## src/rtl/wb_loader_pkg.sv

```systemverilog
`default_nettype none
//============================================================================
// Module   : wb_loader_pkg
// Desc     : Shared types and constants for the stream-to-Wishbone loader.
// Revision : 1.0 - initial release
//============================================================================
package wb_loader_pkg;

   localparam int LANES = 4;

   typedef enum logic [2:0] {
      IDLE     = 3'd0,
      COLLECT  = 3'd1,
      WRITE    = 3'd2,
      WAIT_ACK = 3'd3,
      DONE     = 3'd4,
      ERROR    = 3'd5
   } state_t;

endpackage
`default_nettype wire

```

## src/rtl/wb_byte_packer.sv

```systemverilog
`default_nettype none
//============================================================================
// Module   : wb_byte_packer
// Desc     : Packs accepted bytes little-endian into one word with lane selects.
// Revision : 1.0 - initial release
//============================================================================
module wb_byte_packer
   import wb_loader_pkg::*;
(
   input  logic               clk,
   input  logic               rst_n,
   input  logic               clear,
   input  logic               accept,
   input  logic [7:0]         byte_in,
   input  logic               last_in,
   output logic [8*LANES-1:0] word_data,
   output logic [LANES-1:0]   word_sel,
   output logic               word_ready,
   output logic               last_flag
);

   localparam int c_lane_w = $clog2(LANES);

   logic [c_lane_w-1:0] r_lane;
   logic [8*LANES-1:0]  r_data;
   logic [LANES-1:0]    r_sel;
   logic                r_last;

   // Unfilled lanes stay zero because clear wipes the whole word.
   always_ff @(posedge clk or negedge rst_n) begin
      if (!rst_n) begin
         r_lane <= '0;
         r_data <= '0;
         r_sel  <= '0;
         r_last <= 1'b0;
      end else if (clear) begin
         r_lane <= '0;
         r_data <= '0;
         r_sel  <= '0;
         r_last <= 1'b0;
      end else if (accept) begin
         for (int k = 0; k < LANES; k++) begin
            if (r_lane == c_lane_w'(k)) begin
               r_data[8*k +: 8] <= byte_in;
               r_sel[k]         <= 1'b1;
            end
         end
         r_lane <= r_lane + 1'b1;
         if (last_in)
            r_last <= 1'b1;
      end
   end

   assign word_ready = accept & ((r_lane == c_lane_w'(LANES-1)) | last_in);
   assign word_data  = r_data;
   assign word_sel   = r_sel;
   assign last_flag  = r_last;

endmodule
`default_nettype wire

```

## src/rtl/wb_stream_loader.sv

```systemverilog
`default_nettype none
//============================================================================
// Module   : wb_stream_loader
// Desc     : Byte stream to pipelined Wishbone B4 single-write RAM loader.
// Revision : 1.0 - initial release
//============================================================================
module wb_stream_loader
   import wb_loader_pkg::*;
#(
   parameter logic [31:0] BASE_ADDR   = 32'h0000_0000,
   parameter int          DEPTH_WORDS = 16384,
   parameter int          CWIDTH      = $clog2(DEPTH_WORDS) + 1
)(
   input  logic              clk,
   input  logic              rst_n,
   input  logic              start,
   input  logic [7:0]        s_data,
   input  logic              s_valid,
   input  logic              s_last,
   output logic              s_ready,
   output logic              busy,
   output logic              done,
   output logic              error,
   output logic [CWIDTH-1:0] word_count,
   output logic              wb_cyc_o,
   output logic              wb_stb_o,
   output logic              wb_we_o,
   output logic [31:0]       wb_adr_o,
   output logic [3:0]        wb_sel_o,
   output logic [31:0]       wb_dat_o,
   input  logic              wb_ack_i,
   input  logic              wb_stall_i,
   input  logic              wb_err_i
);

   state_t              r_state;
   state_t              w_next;
   logic [CWIDTH-1:0]   r_word_idx;
   logic [31:0]         r_adr;
   logic                w_load_clear;
   logic                w_word_done;
   logic                w_accept;
   logic                w_word_ready;
   logic                w_last_flag;
   logic                w_full;

   assign w_full = (r_word_idx == CWIDTH'(DEPTH_WORDS));

   wb_byte_packer u_packer (
      .clk        (clk),
      .rst_n      (rst_n),
      .clear      (w_load_clear | w_word_done),
      .accept     (w_accept),
      .byte_in    (s_data),
      .last_in    (s_last),
      .word_data  (wb_dat_o),
      .word_sel   (wb_sel_o),
      .word_ready (w_word_ready),
      .last_flag  (w_last_flag)
   );

   always_ff @(posedge clk or negedge rst_n) begin
      if (!rst_n)
         r_state <= IDLE;
      else
         r_state <= w_next;
   end

   always_comb begin
      w_next       = r_state;
      s_ready      = 1'b0;
      wb_cyc_o     = 1'b0;
      wb_stb_o     = 1'b0;
      wb_we_o      = 1'b0;
      w_load_clear = 1'b0;
      w_word_done  = 1'b0;
      w_accept     = 1'b0;
      case (r_state)
         IDLE, DONE, ERROR: begin
            if (start) begin
               w_next       = COLLECT;
               w_load_clear = 1'b1;
            end
         end
         COLLECT: begin
            s_ready = 1'b1;
            if (s_valid) begin
               // Past the end of RAM the byte is swallowed so the source never stalls.
               if (w_full) begin
                  w_next = ERROR;
               end else begin
                  w_accept = 1'b1;
                  if (w_word_ready)
                     w_next = WRITE;
               end
            end
         end
         WRITE: begin
            wb_cyc_o = 1'b1;
            wb_stb_o = 1'b1;
            wb_we_o  = 1'b1;
            if (wb_err_i) begin
               w_next = ERROR;
            end else if (!wb_stall_i) begin
               if (wb_ack_i) begin
                  w_word_done = 1'b1;
                  w_next      = w_last_flag ? DONE : COLLECT;
               end else begin
                  w_next = WAIT_ACK;
               end
            end
         end
         WAIT_ACK: begin
            wb_cyc_o = 1'b1;
            wb_we_o  = 1'b1;
            if (wb_err_i) begin
               w_next = ERROR;
            end else if (wb_ack_i) begin
               w_word_done = 1'b1;
               w_next      = w_last_flag ? DONE : COLLECT;
            end
         end
         default: w_next = IDLE;
      endcase
   end

   always_ff @(posedge clk or negedge rst_n) begin
      if (!rst_n) begin
         r_word_idx <= '0;
         r_adr      <= '0;
      end else if (w_load_clear) begin
         r_word_idx <= '0;
         r_adr      <= BASE_ADDR;
      end else if (w_word_done) begin
         r_word_idx <= r_word_idx + 1'b1;
         r_adr      <= r_adr + 32'd4;
      end
   end

   assign word_count = r_word_idx;
   assign wb_adr_o   = r_adr;
   assign busy       = (r_state == COLLECT) | (r_state == WRITE) | (r_state == WAIT_ACK);
   assign done       = (r_state == DONE);
   assign error      = (r_state == ERROR);

endmodule
`default_nettype wire

```

## config.mk

```make
export PLATFORM = sky130hd
export DESIGN_NAME = wb_stream_loader
export DESIGN_NICKNAME = d
export VERILOG_FILES = /design/src/rtl/wb_loader_pkg.sv /design/src/rtl/wb_byte_packer.sv /design/src/rtl/wb_stream_loader.sv
export SDC_FILE = /design/constraint.sdc
export NUM_CORES = 1
export LEC_CHECK = 0
export CAP_MARGIN = 10
export CORE_MARGIN = 2
export CORE_UTILIZATION = 25
export CTS_CLUSTER_SIZE = 24
export DETAILED_ROUTE_END_ITERATION = 8
export DONT_BUFFER_PORTS = 1
export MAX_ROUTING_LAYER = met4
export PLACE_DENSITY = 0.48
export SLEW_MARGIN = 20
export SYNTH_ARGS = -nofsm -noshare
export SYNTH_HDL_FRONTEND = slang
export SYNTH_SLANG_ARGS = --single-unit
```

## constraint.sdc

```tcl
create_clock -name clk -period 2.6 [get_ports clk]
set_clock_uncertainty 0.1 [all_clocks]
set_input_delay 0.39 -clock clk [delete_from_list [all_inputs] [get_ports clk]]
set_output_delay 0.39 -clock clk [all_outputs]
set_load 0.02 [all_outputs]
```

======== After elaboration in Yosys (flattened, before gate mapping) ========
Cells that the tools add are included.
word-level totals
  RAM bits ................................ 0
  bits in latches ......................... 0
  memory bits (read-only) ................. 0
  word-level logic and storage cells ...... 97
  memories kept ........................... 0
  output and inout bits ................... 90
  flip-flop bits (word level) ............. 89
cells by class
  add/subtract/negate cells ............... 3
  muxes and demuxes ....................... 45
  shift-type cells ........................ 0
  reductions and logical operators ........ 17
  div/mod/pow operators ................... 0
  bitwise operators ....................... 5
  eq/ne operators ......................... 14
  magnitude comparators ................... 0
  multiply operators ...................... 0
operator list
  cell                     count
  $mux W32                 4
  $add A32 B3 Y32 const B  1
  $mux W8                  4
  $mux W15                 2
  $mux W3                  10
  $mux W1                  19
  $add A15 B1 Y15 const B  1
  $eq A15 B15 Y1 const B   1
  $reduce_bool A2 Y1       7
  $pmux W3 S4              1
  $reduce_and A2 Y1        5
  $mux W4                  2
  $eq A3 B2 Y1 const B     2
  $eq A3 B3 Y1 const B     2
  $ne A3 B3 Y1 const B     2
  $reduce_and A5 Y1        1
  $eq A2 B2 Y1 const B     2
  $mux W2                  2
  $ne A2 B2 Y1 const B     2
  $or A1 B1 Y1             4
  $eq A3 B1 Y1 const B     1
  $logic_not A3 Y1         1
  $ne A3 B2 Y1 const B     1
  $reduce_or A3 Y1         1
  6 further kinds          6

======== Depth between registers and ports, before layout ========
Gate-level depths: netlist of run 1.
  word-level depth ........................ 9
  mapped depth ............................ 9

======== Cells and area by module ========
From an unflattened synthesis of run 1, not the netlist that was laid out.
unflattened totals
  cells, all modules ...................... 465
  area, all modules ....................... 4,599.4 um^2
modules (own cells, without submodules)
  module            sequential area each (um^2)  instances  area an instance (um^2)  cells an instance
  wb_stream_loader  1,201.2                      1          2,816.5                  320
  wb_byte_packer    975.9                        1          1,783.0                  145

======== Worst setup path before layout of run 1 ========
Ideal clock, no wire load.
  path type ............................... reg-to-reg
  start ................................... reg r_adr[8] (netlist: wb_adr_o[8])
  end ..................................... reg r_adr[31] (netlist: wb_adr_o[31])
  data required time ...................... 2,422 ps
  cell stages (with the launch flop) ...... 6
  setup time .............................. 78 ps
  path slack .............................. 254 ps
  data arrival time ....................... 2,168 ps
  path through ............................ dfrtp_1 nand4_4 or4_4 or3_1 or4_1 a21oi_1
on the way
  longest elaborated chain between the ends .. 3
ends and longest elaborated chain
  item                    RTL line                 source
  start, declared         wb_stream_loader.sv:39   logic [31:0] r_adr;
  start signal, assigned  wb_stream_loader.sv:136  r_adr <= r_adr + 32'd4;
  $add A32 B3 Y32         wb_stream_loader.sv:136
  $mux W32                wb_stream_loader.sv:134  end else if (w_word_done) begin
  $mux W32                wb_stream_loader.sv:131  end else if (w_load_clear) begin
No other way between the ends. The select of a mux whose other input is x is not followed.
A chain may end at the register's enable or synchronous reset.

======== Final worst setup path of run 1 ========
  start ................................... reg r_state[0]
  end ..................................... reg u_packer.r_data[4] (netlist: u_packer.word_data[4])
on the way
  longest elaborated chain between the ends .. 6
  elaborated cells between the ends (all ways) .. 15
  classes of those cells .................. eq/ne: 5; mux: 4; bitwise: 1; reduce/logical: 5
ends and longest elaborated chain
  item                                              RTL line                source
  start, declared                                   wb_stream_loader.sv:36  state_t r_state;
  start signal, assigned                            wb_stream_loader.sv:66  r_state <= w_next;
  $eq A3 B3 Y1 or $logic_not A3 Y1 (tied branches)  wb_stream_loader.sv:78  case (r_state)
  $reduce_or A3 Y1                                  wb_stream_loader.sv:78
  $mux W1                                           wb_stream_loader.sv:78
  $or A1 B1 Y1                                      wb_stream_loader.sv:52  .clear (w_load_clear | w_word_done),
  $reduce_bool A2 Y1 (no line)                      -
  $reduce_and A2 Y1 (no line)                       -
  end signal, assigned by index                     wb_byte_packer.sv:44    r_data[8*k +: 8] <= byte_in;
  end, declared                                     wb_byte_packer.sv:25    logic [8*LANES-1:0] r_data;
Several ways; a longest one is shown, not always the timed one.

==> results.py, run 1 <==
metrics = {
    "logic_synthesis": {
        "synth-edff-count": 0,
        "synth.most_common_cell": "dfrtp_1",
        "synth_largest_area_cell": "dfrtp_1",
        "ys.flop_type": "dfrtp_1",
        "netlist_top_cells_area": "dfrtp_1, nand3_1, xnor2_1",
        "yosys-top-cells-count": "dfrtp_1, nand2_1, nand3_1",
        "synthArstFlopShare": 1.00,
        "synth_area_sq_mm": 0.00428,
        "avgSynthCellArea_sq_um": 9.11,
        "synth_cells": 470,
        "synth.distinct_cells": 40,
        "synth_seq_cells": 87,
        "ys_warn_count": 0,
        "ys_seq_area_frac": 0.508,
        "synth_top_area_share": 0.508,
    },
    "floorplan": {
        "rows": 47,
        "initial_core_util": 0.257,
        "chipWidth_um": 135,
        "die_h_um": 135,
        "io_pins": 106,
        "dieArea_sq_mm": 0.0182,
        "core_sq_mm": 0.0166,
    },
    "detailed_routing": {
        "antenna_left": 0,
        "drcViolationCount": 0,
        "dr.pass1.iters": 5,
        "avgViaCountPerCell": 4.89,
        "vias": 3499,
        "first_iter_violations": 276,
        "drt-wirelength-per-cell_um": 16.9,
        "totalWireLength_um": 12100,
    },
    "min_path": {
        "hold_class": "in -> reg",
        "min_from": "start",
        "worst_hold_path.endpoint": "r_state[2]",
        "holdPathStages": 1,
    },
    "critical_path": {
        "ff2ff_setup_slack_ps": 290,
        "end_kind": "flop",
        "r2r_cells": 6,
        "rr_endpoint": "u_packer.word_data[4]",
        "worstPathArrival_ps": 2480,
        "critPathMaxFanout": 37,
        "required_ps": 2770,
        "timing.rr.start": "r_state[0]",
        "critPathKind": "reg -> reg",
        "start_kind": "flop",
    },
    "clocking": {
        "cts.path.max_buffers": 2,
        "cts_inserted_buffers": 9,
        "cts_max_level": 3,
        "cts_tree": "built",
        "cts-root-buf": "clkbuf_16",
        "clock-sinks": 87,
        "clk_latency_ps": 350,
        "post_cts_resized": 0,
        "path_clk_slew_ps": 70,
    },
    "global_routing": {
        "grt_pass1_vias": 3370,
        "gr-total-overflow": 0,
        "antenna_found_initial": 0,
        "grt_max_degree": 88,
        "grt.total_usage": 0.138,
        "grt_pass1_wl_um": 19000,
    },
    "timing": {
        "rsz0062_at_grt": "false",
        "worstMarginPinSlew_ps": 606,
        "finalCritPeriodShare": 0.887,
        "hold_violations": 0,
        "fin_ws_ps": 293,
        "fin_tns_setup_ps": 0,
        "setup_viol": 0,
        "drv_slew": 0,
        "fmax_mhz": 433,
        "fin_crit_ps": 2310,
        "hold_slack_ps": 45.7,
        "worst_slew_margin_rel": 0.596,
    },
    "pwr": {
        "swShare": 0.403,
        "p_leak_nw": 2.12,
        "ir_drop_uv": 294,
        "power_frac_seq": 0.455,
        "p_comb_frac": 0.255,
        "internal_power_mw": 2.74,
        "pwr-share-clk": 0.290,
        "power_mw": 4.59,
        "power.switching_mw": 1.85,
        "powerDensity_mw_per_mm2": 907,
    },
    "placed_design": {
        "placed_cell_area_sq_mm": 0.00472,
        "port_buffers": 0,
        "placed_cells": 697,
        "place_ws_ps": 285,
        "dp_hpwl_um": 8530,
        "routabilityCongestion": 0.827,
    },
    "finish": {
        "diodes": 0,
        "fin_cells": 715,
        "area_growth_pct": 18.2,
        "postLayoutCellArea_sq_mm": 0.00506,
        "nNetsFinal": 513,
        "utilization": 0.304,
        "layout-drive-gt1-share": 0.115,
    },
    "run_status": {
        "status": "complete, no violations",
    },
    "flow_run": {
        "drv_cap": 0,
    },
}
## kinds of logic after synthesis
family | after synthesis | synth area share
other | 1 | 0.000876
adders and majority gates | 7 | 0.0204
DFF | 87 | 0.508
xor gates and xnor gates | 35 | 0.0716
AOI/OAI and AO/OA | 68 | 0.0856
and+or+nand+nor | 225 | 0.266
buffers and inverters | 46 | 0.0444
muxes | 1 | 0.00234
## critical path: stages (launching register included)
cell     delay, ps
dfrtp_1        500
or3b_1         460
a41oi_1        350
and2_1         180
buf_4          330
nand3_1        160
a21oi_1        150
## layout by cell type (no fill, tap or decap), types with 2 or more instances in the layout
master       n
clkbuf_16    9
and4_1       5
conb_1       2
nand3_1     51
and2_1       5
o31ai_1      2
a21oi_1     47
nand4_1     10
dfrtp_1     87
inv_1       16
inv_6        2
nand2b_1     6
o21ai_0     12
xor2_1       6
clkinvlp_4   3
nor2_1      45
nor2b_1      2
nor3b_2      2
and3_1       4
nor4b_1      4
ha_1         7
nand2_1     54
or3_1        7
buf_4       35
a22o_1       2
xnor2_1     29
nor3_1       9
nor4_1      16
## flip-flops by register name, indices dropped and copies added (netlist names)
register and flops:
wb_adr_o 30, u_packer.r_lane 2, r_state 3, word_count 15, u_packer.last_flag 1, u_packer.word_sel 4
u_packer.word_data 32
## layout make-up
class | instances | area [sq um]
clock inverter | 7 | 78.8
inverter | 16 | 60.1
tap | 220 | 275
clock buffer | 9 | 225
timing repair buffer | 38 | 320
sequential | 87 | 2180
fill | 1713 | 11600
multi-input combinational | 338 | 1920
## worst max path at each step
stage                               from                    end  slack (ps)
after floorplan              wb_adr_o[8]           wb_adr_o[31]         250
after global placement    word_count[14]  u_packer.word_data[3]         260
after detailed placement  word_count[14]  u_packer.word_data[0]         290
after CTS                 word_count[14]  u_packer.word_data[0]         260
after global routing      word_count[14]  u_packer.word_data[9]          70
final                         r_state[0]  u_packer.word_data[4]         290
## routing by layer
metal / track usage / vias to the layer above / routed length (um)
met3: 0.0357 / 15 / 772
met2: 0.212 / 98 / 5770
met1: 0.175 / 1721 / 5330
met4: 0.0556 / 0 / 191
met5: - / - / 0
li1: - / 1665 / -
## power by group through the flow
stage / sequential [mW] / clock (mW) / combinational (mW)
floorplan: 2.03 / 0 / 0.848
global placement: 2.11 / 0 / 1.13
detailed placement: 2.12 / 0 / 1.14
CTS: 2.10 / 1.38 / 1.18
global route: 2.12 / 1.45 / 1.30
finish: 2.09 / 1.33 / 1.17
## timing repair
action                    CTS  global route
buffers inserted            0             0
hold buffers                2             0
hold endpoints to repair   87             0
(Power assumes the default switching activity.)
==> run 2: changes to the inputs <==
clock period = 2.4 ns   (was 2.6 ns; I/O delays follow)
==> run 2 against run 1 <==
The flow now finishes with violations (negative hold slack); via count grew 0.43%; fmax grew 3.2%; worst setup slack lost 130 ps; largest cell class unchanged; largest power group unchanged.
==> results.py, run 2 (same netlist as run 1, synthesis figures left out) <==
metrics = {
    "placed_design": {
        "port_buffers": 0,
        "dp_hpwl_um": 8570,
        "routabilityCongestion": 0.800,
    },
    "timing": {
        "finalCritPeriodShare": 0.931,
        "hold_violations": 87,
        "drv_slew": 0,
        "hold_slack_ps": -391,
        "fin_tns_setup_ps": 0,
        "fin_crit_ps": 2240,
        "rsz0062_at_grt": "false",
        "fmax_mhz": 447,
        "setup_viol": 0,
    },
    "pwr": {
        "powerDensity_mw_per_mm2": 973,
        "ir_drop_uv": 294,
        "p_leak_nw": 2.19,
        "power_mw": 4.99,
    },
    "critical_path": {
        "critPathKind": "reg -> reg",
        "start_kind": "flop",
        "crit_buf_inv": 0,
        "worstPathArrival_ps": 2400,
        "crit_family": "simple AND/OR/NAND/NOR gates",
        "end_kind": "flop",
        "crit_path_top_delay_cell": "or4_4",
        "critPathMaxFanout": 7,
        "required_ps": 2560,
        "path_cells": "nand4_4 -> or4_4 -> or3_1 -> or4_1 -> a21oi_1",
        "slowest_delay_ps": 540,
    },
    "global_routing": {
        "gr-total-overflow": 0,
        "grt.total_usage": 0.138,
        "grt_max_degree": 88,
        "grt_pass1_vias": 3357,
        "grt_pass1_wl_um": 19000,
        "antenna_found_initial": 0,
    },
    "detailed_routing": {
        "wl_met3_um": 744,
        "first_iter_violations": 200,
        "m1WireLength_um": 5150,
        "avgViaCountPerCell": 4.85,
        "drcViolationCount": 0,
        "antenna_left": 0,
        "dr.pass1.iters": 5,
        "wl_met2_um": 5880,
        "totalWireLength_um": 12000,
        "top_layer": "met4",
        "vias": 3514,
        "drt-wirelength-per-cell_um": 16.5,
    },
    "finish": {
        "nNetsFinal": 522,
        "fillers": 1702,
        "diodes": 0,
        "layout-drive-gt1-share": 0.137,
        "area_growth_pct": 19.9,
        "largest_reg_flops": 32,
        "most-common-layout-cells": "dfrtp_1, nand2_1, nand3_1, a21oi_1",
        "final_common_cell": "dfrtp_1",
        "utilization": 0.309,
    },
    "floorplan": {
        "dieArea_sq_mm": 0.0182,
        "io_pins": 106,
        "rows": 47,
        "chipWidth_um": 135,
        "initial_core_util": 0.257,
        "die_h_um": 135,
        "core_sq_mm": 0.0166,
    },
    "run_status": {
        "failed_checks": "negative hold slack",
        "status": "finished, violations left",
    },
    "clocking": {
        "cts_inserted_buffers": 9,
        "cts-root-buf": "clkbuf_16",
        "path_clk_slew_ps": 60,
        "cts_max_level": 3,
        "cts.path.max_buffers": 2,
        "clock-sinks": 87,
        "cts_tree": "built",
        "clk_latency_ps": 340,
        "cts_setup_buffers": 0,
    },
    "flow_run": {
        "drv_cap": 0,
    },
    "min_path": {
        "hold_class": "in -> async",
    },
}
-- run 2: cell count changes in the layout (fill, tap and decap cells not counted), moves of 2 or more --
| cell | change |
|---|---|
| buf_4 | +10 |
| clkinvlp_4 | -2 |
| nor4b_1 | -2 |
| nor4b_2 | +2 |
-- run 2: timing repair --
item | 4_1_cts | 5_1_grt
hold endpoints to repair | 87 | 87
endpoints found under the setup margin | 0 | 24
gates resized for setup | 0 | 2
-- run 2: power by group --
group	total, mW	leakage, nW	switching [mW]	internal [mW]
clock	1.45	0.149	0.610	0.841
combinational	1.31	0.848	0.855	0.457
sequential	2.23	1.19	0.497	1.73
total	4.99	2.19	1.96	3.03
-- run 2: final timing paths --
path,slack (ps),depth (start not counted),end,from
max,160,5,wb_adr_o[31],wb_adr_o[9]
min,-390,0,wb_adr_o[28],rst_n
max reg2reg,160,5,wb_adr_o[31],wb_adr_o[9]
min reg2reg,460,1,u_packer.last_flag,u_packer.last_flag
max in group asynchronous,2430,0,u_packer.word_data[10],rst_n
min in group clk,40,1,r_state[2],start
-- run 2: metrics by stage --
step | instance area (sq um) | setup slack, ps | std cells
2_1_floorplan | 4290 | 53.7 | 471
3_3_place_gp | 4810 | 150 | 708
3_5_place_dp | 4810 | 114 | 708
4_1_cts | 5120 | 81.7 | 724
5_1_grt | 5130 | 62.1 | 724
6_report | 5130 | 165 | 724
-- run 2: routing by layer --
metal	vias to the layer above	track usage
li1	1675	-
met4	0	0.0538
met3	16	0.0345
met1	1725	0.173
met2	98	0.214
met5	-	-
-- run 2: layout make-up --
class / instances / area, sq um / area share
clock buffers: 10 / 239 / 0.0465
clock inverters: 6 / 68.8 / 0.0134
inverters: 16 / 60.1 / 0.0117
multi-input cells: 338 / 1940 / 0.377
flip-flops and latches: 87 / 2180 / 0.424
well taps: 220 / 275 / 0.0536
repair buffers: 47 / 378 / 0.0736
==> run 3: changes to the inputs <==
CORE_MARGIN = 5   (was 2)
==> run 3 against run 2 <==
Largest power group unchanged; clock-buffer cell count rose by 1; combinational power barely moved; critical path type unchanged; sequential power barely moved; global-route usage fell by 1.2 points; largest cell class unchanged; the run still ends with negative hold slack left; clock power fell by 3%; critical path depth did not move.
==> results.py, run 3 (same netlist as run 1, synthesis figures left out) <==
metrics = {
    "run_status": {
        "status": "finished, violations left",
        "failed_checks": "negative hold slack",
    },
    "clocking": {
        "cts_inserted_buffers": 9,
        "cts.path.max_buffers": 2,
        "cts_max_level": 3,
        "cts_tree": "built",
        "path_clk_slew_ps": 60,
        "clock-sinks": 87,
        "clk_latency_ps": 340,
        "cts_setup_buffers": 0,
        "cts-root-buf": "clkbuf_16",
    },
    "finish": {
        "area_growth_pct": 19.4,
        "most-common-layout-cells": "dfrtp_1, nand2_1, nand3_1, a21oi_1, nor2_1",
        "postLayoutCellArea_sq_mm": 0.00511,
        "final_common_cell": "dfrtp_1",
        "layout-drive-gt1-share": 0.131,
        "largest_reg_flops": 32,
        "utilization": 0.306,
        "nNetsFinal": 521,
        "diodes": 0,
    },
    "min_path": {
        "hold_class": "in -> async",
    },
    "pwr": {
        "powerDensity_mw_per_mm2": 969,
        "ir_drop_uv": 297,
        "p_leak_nw": 2.17,
        "power_mw": 4.95,
    },
    "critical_path": {
        "slowest_delay_ps": 540,
        "end_kind": "flop",
        "critPathKind": "reg -> reg",
        "worstPathArrival_ps": 2420,
        "critical_path.startpoint": "wb_adr_o[8]",
        "start_kind": "flop",
        "path_cells": "nand4_4 -> or4_4 -> or3_1 -> or4_1 -> a21oi_1",
        "required_ps": 2560,
        "critPathMaxFanout": 7,
        "r2r_cells": 5,
        "crit_path_top_delay_cell": "or4_4",
        "timing.rr.start": "wb_adr_o[8]",
    },
    "global_routing": {
        "grt_pass1_vias": 3368,
        "antenna_found_initial": 0,
        "grt_pass1_wl_um": 19400,
        "gr-total-overflow": 0,
        "grt.total_usage": 0.126,
        "grt_max_degree": 88,
    },
    "timing": {
        "drv_slew": 0,
        "hold_slack_ps": -390,
        "worstMarginPinSlew_ps": 512,
        "hold_violations": 87,
        "fmax_mhz": 443,
        "fin_crit_ps": 2260,
        "setup_viol": 0,
        "fin_ws_ps": 141,
        "worst_slew_margin_rel": 0.655,
        "rsz0062_at_grt": "false",
        "finalCritPeriodShare": 0.941,
        "fin_tns_setup_ps": 0,
    },
    "placed_design": {
        "place_ws_ps": 138,
        "dp_hpwl_um": 8720,
        "routabilityCongestion": 0.837,
        "port_buffers": 0,
        "placed_cell_area_sq_mm": 0.00481,
    },
    "floorplan": {
        "core_sq_mm": 0.0167,
        "io_pins": 106,
        "die_h_um": 141,
        "chipWidth_um": 141,
        "dieArea_sq_mm": 0.0198,
        "initial_core_util": 0.256,
        "rows": 47,
    },
    "detailed_routing": {
        "antenna_left": 0,
        "totalWireLength_um": 12200,
        "first_iter_violations": 224,
        "dr.pass1.iters": 4,
        "drcViolationCount": 0,
        "drt-wirelength-per-cell_um": 16.9,
        "vias": 3482,
        "avgViaCountPerCell": 4.82,
    },
    "flow_run": {
        "drv_cap": 0,
    },
}
run 3: through the flow:
step           hold WS (ps)  instances
2_1_floorplan         -35.6        471
3_3_place_gp          -33.4        707
3_5_place_dp          -33.3        707
4_1_cts                -407        723
5_1_grt                -411        723
6_report               -390        723
run 3: worst paths after layout:
kind                                           to  slack (ps)
max                                  wb_adr_o[31]         140
min                                  wb_adr_o[28]        -390
max reg2reg                          wb_adr_o[31]         140
min reg2reg                    u_packer.last_flag         450
max in group asynchronous  u_packer.word_data[24]        2450
min in group clk                       r_state[2]          50
run 3: cell type report:
| class | instances | area, sq um |
|---|---|---|
| fill | 1752 | 11600 |
| sequential | 87 | 2180 |
| multi-input combinational | 338 | 1930 |
| timing repair buffer | 46 | 370 |
| tap | 220 | 275 |
| clock buffer | 11 | 243 |
| inverter | 16 | 60.1 |
| clock inverter | 5 | 57.6 |
run 3: worst max-delay path: cells and delay by family, from the launching register on:
family / cells / cell delay, ps
AND/OR/NAND/NOR: 4 / 1510
AO/OA/AOI/OAI: 1 / 180
flip-flops: 1 / 400
run 3: repair_timing:
action | 4_1_cts | 5_1_grt
resized for setup | 0 | 1
endpoints found under the hold margin | 87 | 87
endpoints found under the setup margin | 0 | 3
run 3: routing by layer:
metal / part of all wire / wire length [um] / global-route usage / vias to the layer above
met5: 0 / 0 / - / -
met4: 0.019 / 231 / 0.0490 / 0
met3: 0.070 / 851 / 0.0400 / 17
met2: 0.48 / 5830 / 0.190 / 95
met1: 0.44 / 5330 / 0.159 / 1692
li1: - / - / - / 1678
run 3: power breakdown:
part           internal (mW)  switching [mW]
Combinational          0.458           0.871
Sequential              1.74           0.483
Clock                  0.833           0.575
